File: src/rtl/vote_entry_fsm.sv
// Keypad-side entry FSM of the ballot box.
// Collects four BCD digits, waits for confirm, emits a vote strobe.
module vote_entry_fsm #(
  parameter logic [15:0] COD0 = 16'h1301,
  parameter logic [15:0] COD1 = 16'h2202,
  parameter logic [15:0] COD2 = 16'h3303,
  parameter logic [15:0] COD3 = 16'h4404
) (
  input  logic       clock,
  input  logic       reset,
  input  logic       finish,
  input  logic [3:0] digitIn,
  input  logic       btnDigito,
  input  logic       btnConfirma,
  input  logic       btnCorrige,
  output logic [2:0] estado,
  output logic [3:0] d1,
  output logic [3:0] d2,
  output logic [3:0] d3,
  output logic [3:0] d4,
  output logic       voto,
  output logic [2:0] escolhaCandidato
);

  localparam logic [2:0] S_DIG1 = 3'b000;
  localparam logic [2:0] S_DIG2 = 3'b001;
  localparam logic [2:0] S_DIG3 = 3'b010;
  localparam logic [2:0] S_DIG4 = 3'b011;
  localparam logic [2:0] S_CONF = 3'b100;
  localparam logic [2:0] S_RST  = 3'b111;

  localparam logic [3:0] BLANK = 4'd10;

  logic       prev_dig;
  logic       prev_conf;
  logic       prev_cor;
  logic       p_dig;
  logic       p_conf;
  logic       p_cor;
  logic       dig_ok;
  logic [15:0] code;
  logic [2:0] cand;

  // Previous samples start high so a button held through reset is no press.
  always_ff @(posedge clock or negedge reset) begin
    if (!reset) begin
      prev_dig  <= 1'b1;
      prev_conf <= 1'b1;
      prev_cor  <= 1'b1;
    end else begin
      prev_dig  <= btnDigito;
      prev_conf <= btnConfirma;
      prev_cor  <= btnCorrige;
    end
  end

  // Rising-edge press detect and candidate decode of the entered code.
  always_comb begin
    p_dig  = btnDigito & ~prev_dig;
    p_conf = btnConfirma & ~prev_conf;
    p_cor  = btnCorrige & ~prev_cor;
    dig_ok = (digitIn <= 4'd9);
    code   = {d1, d2, d3, d4};
    cand   = 3'b100;
    unique case (1'b1)
      (code == COD0): cand = 3'b000;
      (code == COD1): cand = 3'b001;
      (code == COD2): cand = 3'b010;
      (code == COD3): cand = 3'b011;
      default:        cand = 3'b100;
    endcase
  end

  // Entry state machine; corrige beats confirm beats digit.
  always_ff @(posedge clock or negedge reset) begin
    if (!reset) begin
      estado           <= S_DIG1;
      d1               <= BLANK;
      d2               <= BLANK;
      d3               <= BLANK;
      d4               <= BLANK;
      voto             <= 1'b0;
      escolhaCandidato <= 3'b000;
    end else begin
      voto <= 1'b0;
      if (finish) begin
        estado <= S_DIG1;
        d1     <= BLANK;
        d2     <= BLANK;
        d3     <= BLANK;
        d4     <= BLANK;
      end else begin
        case (estado)
          S_DIG1, S_DIG2, S_DIG3, S_DIG4: begin
            if (p_cor) begin
              estado <= S_RST;
            end else if (!p_conf && p_dig && dig_ok) begin
              if (estado == S_DIG1)      d1 <= digitIn;
              else if (estado == S_DIG2) d2 <= digitIn;
              else if (estado == S_DIG3) d3 <= digitIn;
              else                       d4 <= digitIn;
              estado <= estado + 3'd1;
            end
          end
          S_CONF: begin
            if (p_cor) begin
              estado <= S_RST;
            end else if (p_conf) begin
              voto             <= 1'b1;
              escolhaCandidato <= cand;
              estado           <= S_RST;
            end
          end
          default: begin
            estado <= S_DIG1;
            d1     <= BLANK;
            d2     <= BLANK;
            d3     <= BLANK;
            d4     <= BLANK;
          end
        endcase
      end
    end
  end

endmodule

File: config.mk
export PLATFORM = sky130hd
export DESIGN_NAME = vote_entry_fsm
export DESIGN_NICKNAME = d
export VERILOG_FILES = /design/src/rtl/vote_entry_fsm.sv
export SDC_FILE = /design/constraint.sdc
export NUM_CORES = 1
export LEC_CHECK = 0
export BUFFER_PORTS_ARGS = -buffer_cell sky130_fd_sc_hd__clkbuf_2
export CAP_MARGIN = 10
export CORE_ASPECT_RATIO = 0.6
export CORE_MARGIN = 4
export CORE_UTILIZATION = 45
export CTS_CLUSTER_SIZE = 16
export DETAILED_ROUTE_END_ITERATION = 12
export PLACE_DENSITY = 0.69
export REMOVE_ABC_BUFFERS = 1
export SETUP_SLACK_MARGIN = 0.1
export SLEW_MARGIN = 25
export SYNTH_ARGS = -nofsm -noshare
export SYNTH_HDL_FRONTEND = slang
export SYNTH_SLANG_ARGS = --single-unit
File: constraint.sdc
create_clock -name clock -period 4.3 [get_ports clock]
set_clock_uncertainty 0.05 [all_clocks]
set_input_delay 1.075 -clock clock [delete_from_list [all_inputs] [get_ports clock]]
set_output_delay 1.075 -clock clock [all_outputs]
set_load 0.005 [all_outputs]
# Word level (Yosys, flattened, before mapping)
# Cells that the tools add are included.
# word_totals
regBits	26
latch_bits	0
ramBits	0
romBits	0
in_bits	10
output_inout_bits	23
word_cells	86
memories	0
# classes
add_sub_neg	1
n_mul	0
n_div	0
order_cmp	1
n_eq_ne	19
shifts	0
muxes	36
n_bitwise	8
reduce_logical	11
# op_table
op	count
$mux 4	21
$eq 16x14->1 const B	2
$pmux 4 s2	4
$ne 3x3->1 const B	8
$eq 16x13->1 const B	1
$eq 16x15->1 const B	1
$mux 3	5
$pmux 3 s4	1
$reduce_and 6->1	2
$ne 4x4->1 const B	2
$reduce_and 4->1	2
$eq 3x2->1 const B	2
$pmux 3 s2	1
$not 1->1	5
$reduce_and 5->1	1
$le 4x4->1 const B	1
$mux 1	4
$reduce_or 4->1	1
$add 3x1->3 const B	1
$and 1x1->1	3
$eq 3x1->1 const B	1
$eq 3x3->1 const B	1
$logic_not 3->1	1
$logic_and 1x1->1	2
other kinds (3)	3

# Logic depth before layout (Yosys ltp)
# depth
depth_word	9
ltp_mapped	7
mapped_depth_nobuf	6

# Worst setup path after synthesis
# OpenSTA, ideal clock, no wires.
# synth_path
path_type	in2reg
from	input port finish
to	register d1[1]
setup_ns	0.080
arrival_ns	2.033
t_required_ns	4.170
path_slack_ns	2.137
stages	5
path_buffers	1
cell_sequence	buf_2 > nor2_1 > nand2_1 > or3_1 > o22a_1
# synth_between
elab_chain_len	2
elab_cells_between_ends	6
cone_classes	eq/ne: 4; mux: 1; reduce/logical: 1
# synth_lines
item	line	source
start: declaration	11	input logic finish,
$ne 3x3->1 (no line) or $ne 2x2->1 (tied branches)	-	
$reduce_and 4->1 (no line)	-	
end signal: assignment	98	if (estado == S_DIG1) d1 <= digitIn;
end: declaration	17	output logic [3:0] d1,
# Parallel ways exist; a longest one is shown, timed or not.
# A chain may end at the register's enable or synchronous reset.

# Worst setup path after layout
# layout_path
from	input port digitIn[2]
to	register d3[2]
# layout_between
elab_chain_len	7
elab_cells_between_ends	11
cone_classes	order compare: 1; eq/ne: 1; mux: 7; reduce/logical: 2
# layout_lines
item	line	source
start: declaration	12	input logic [3:0] digitIn,
$mux 4	100	else if (estado == S_DIG3) d3 <= digitIn;
$mux 4	99	else if (estado == S_DIG2) d2 <= digitIn;
$mux 4	98	
$mux 4	97	end else if (!p_conf && p_dig && dig_ok) begin
$mux 4	95	if (p_cor) begin
$pmux 4 s2	93	case (estado)
$mux 4	86	if (finish) begin
end signal: assignment	100	
end: declaration	19	output logic [3:0] d3,
# Parallel ways exist; a longest one is shown, timed or not. The select of a mux whose other input is x is not followed.

==> metrics.txt <==
max-slew violations=0; CTS Sinks=26; hold slack=approximately 0.44 ns; YS warnings=0; CP required=about 4.4 ns; cell family with most CP delay=simple AND/OR/NAND/NOR gates; # nets final=about 170; DRC=0; post_cts resized=0; ys flop type=dfrtp_1; P_sw=approximately 0.00018 W; met3 wire len=about 210 um; fin cells=between 200 and 250; Seq cells post-synth=26; area delta synth->final=18.36%; Synth area leader=dfrtp_1; critical path class=primary input to flip-flop; die height=51.69 um; Synth top area share=approximately a quarter; final hold vios=0; Die ar.=about 0.0042 mm^2; Worst VDD drop=0.0001579 V; area occupied by multi-input gates=approximately 710 um^2; Num CTS Buffers=3; CTS H-tree lvls=1; CTS max path bufs=2; initial antenna violation count=0; Hold Buf Count CTS=0; EDFF count, synth=0; DRT iter0 DRCs=49; final setup TNS=0 ns; synth top area cells=dfrtp_1 26%, dfstp_2 20%, mux2i_1 8.4%, ha_1 3.5%, nor4_4 3.0%; Routed met1 length=roughly 1600 um; sequential area share after synthesis=~46%; insertion delay to the later sink of the worst-skew pair=~0.27 ns; Post-CTS Setup Repair Bufs=0; RSZ-0062 raised after global routing=no; Inst Count DP=197; CP Capture Type=flip-flop; CP max-delay cell=nor4b_4; WL per Instance=approximately 17 um; CTS Root Cell=clkbuf_8; I/O pin total=33; Die Wd=approximately 81 um; Setup crit start kind=primary input; Register Area=between 600 and 700 um^2; CP max stage delay=around 0.44 ns; combinational share of power=a little over a fifth; commonest cells in the netlist=15 x dfrtp_1, 12 x mux2i_1, 11 x dfstp_2; flop2flop setup slack=2.35 ns; fraction of layout cells with a size suffix above 1=38.36%; Cell Pwr Density=about 380 mW/mm^2; CP max FO=6; FMAX=approximately 460 MHz; detailed-route vias per instance=between 5 and 6; Clock power frac=31.6%; Buf+Inv Stages, Crit Path=1; Filler cells=between 200 and 300; Final setup viols=0; crit path cell chain=clkbuf_2, o21ai_2, nand4_4, nor4b_4, mux2i_1; Worst Max-Slew Pin Slew=0.6568 ns; ANT nets after route=0; most common cell in the netlist=dfrtp_1; Starting Density=48.58%; DR top layer=met4; Syn Area/Cell=around 11 um^2; Synth cell types=50; Routed WL=3384 um; status=finished, final reports clean; vias post-DR=about 1100; DPL Wire Length=2593 um; wire length of the first global-routing pass=5623 um; Hold/Removal Path Class=flip-flop to flip-flop; ys async rst share=between 90% and 100%; GP Congestion=approximately 0.90; Final Cycle Share=approximately half; vias in the first global route=1154; Sw Share=about 28%; # Max-Cap Violations=0; Post-Synthesis Cells=around 130; metal2 WL=around 1500 um; mapped cell area=between 0.001 and 0.0015 mm^2; FP Rows=15; sequential power share=a little under half; Overflow after GRT=0; leakage=roughly 0.75 nW; Detailed Routing Iterations Pass 1=4; Int Pwr=0.0004577 W; overall routing resource usage=17.96%; largest net degree at the start of global routing=27; Max transition margin=between 50% and 60%; clk slew on worst S/H paths=0.09 ns; total power=roughly 0.00064 W; CTS tree=built; Core Area=~0.003 mm^2; minimum clock period=~2.2 ns; CP arrival=around 2.3 ns; Ant. Diodes=0; # port buffers=32
## cell type report
type / instances / area share (%)
clock buffer: 3 / 2.437
clock inverter: 1 / 1.773
inverter: 10 / 2.216
multi-input combinational: 87 / 41.80
sequential: 26 / 39.22
tap: 42 / 3.102
timing repair buffer: 32 / 9.454
## layout by cell type, fill, tap and decap left out, drive strengths merged, types with 2 or more instances in the layout
master / instances
a31oi: 2
o21ai: 3
a21oi: 4
a22o: 2
nand2: 9
nor3: 7
nand3: 2
inv: 10
o22a: 2
dfrtp: 15
ha: 4
clkbuf: 35
dfstp: 11
nor2: 7
nand2b: 3
nand4: 2
nor2b: 2
nor4: 2
mux2i: 12
## sequential cells by signal (all words and copies together), names as in the netlist
signal / cells
d3: 4
d1: 4
d2: 4
voto: 1
prev_dig: 1
prev_conf: 1
estado: 3
prev_cor: 1
escolhaCandidato: 3
d4: 4
## metrics by stage
| stage | util [%] | instance area, um^2 | setup slack, ns |
|---|---|---|---|
| finish | 57.49 | 1694 | 2.128 |
| global route | 57.49 | 1694 | 2.033 |
| CTS | 57.49 | 1694 | 2.135 |
| detailed placement | 55.07 | 1623 | 1.842 |
| global placement | 55.07 | 1623 | 1.883 |
| floorplan | - | 1410 | 2.157 |
## cell families after synthesis
| kind of cell | count (synthesis) | share of synthesized area, % |
|---|---|---|
| AOI/OAI and AO/OA | 23 | 12.76 |
| xor gates and xnor gates | 2 | 1.224 |
| adders and majority gates | 4 | 3.497 |
| buffers and inverters | 13 | 4.108 |
| DFF | 26 | 46.42 |
| muxes | 12 | 8.392 |
| and+or+nand+nor | 46 | 23.60 |
## power by group through the flow
stage / sequential (W) / combinational (W) / clock, W
final: 0.000295 / 0.000140 / 0.000201
after global routing: 0.000298 / 0.000156 / 0.000218
after CTS: 0.000294 / 0.000141 / 0.000207
after detailed placement: 0.000298 / 0.000141 / 0
after global placement: 0.000296 / 0.000138 / 0
after floorplan: 0.000296 / 0.0000856 / 0
## worst min-delay path, cell delays in order (launching register included)
cell	delay [ns]
dfstp_2	0.39
inv_1	0.04
mux2i_1	0.05
## metal layers
| metal | vias to the layer above | track usage (%) |
|---|---|---|
| li1 | 523 | - |
| met1 | 555 | 25.71 |
| met2 | 47 | 26.29 |
| met3 | 4 | 5.017 |
| met4 | 0 | 5.337 |
| met5 | - | 0 |
## worst paths after layout
kind | from | end | cells past startpoint
max | digitIn[2] | d3[2]$_DFFE_PN0P_ | 5
min | d2[3]$_DFFE_PN1P_ | d2[3]$_DFFE_PN1P_ | 2
min in group asynchronous | reset | d3[2]$_DFFE_PN0P_ | 1
max reg2reg | estado[0]$_DFFE_PN0P_ | d3[2]$_DFFE_PN0P_ | 6
max in group asynchronous | reset | d1[2]$_DFFE_PN0P_ | 1
min reg2reg | d2[3]$_DFFE_PN1P_ | d2[3]$_DFFE_PN1P_ | 2
Note: power is estimated with default switching activity, not from simulation.
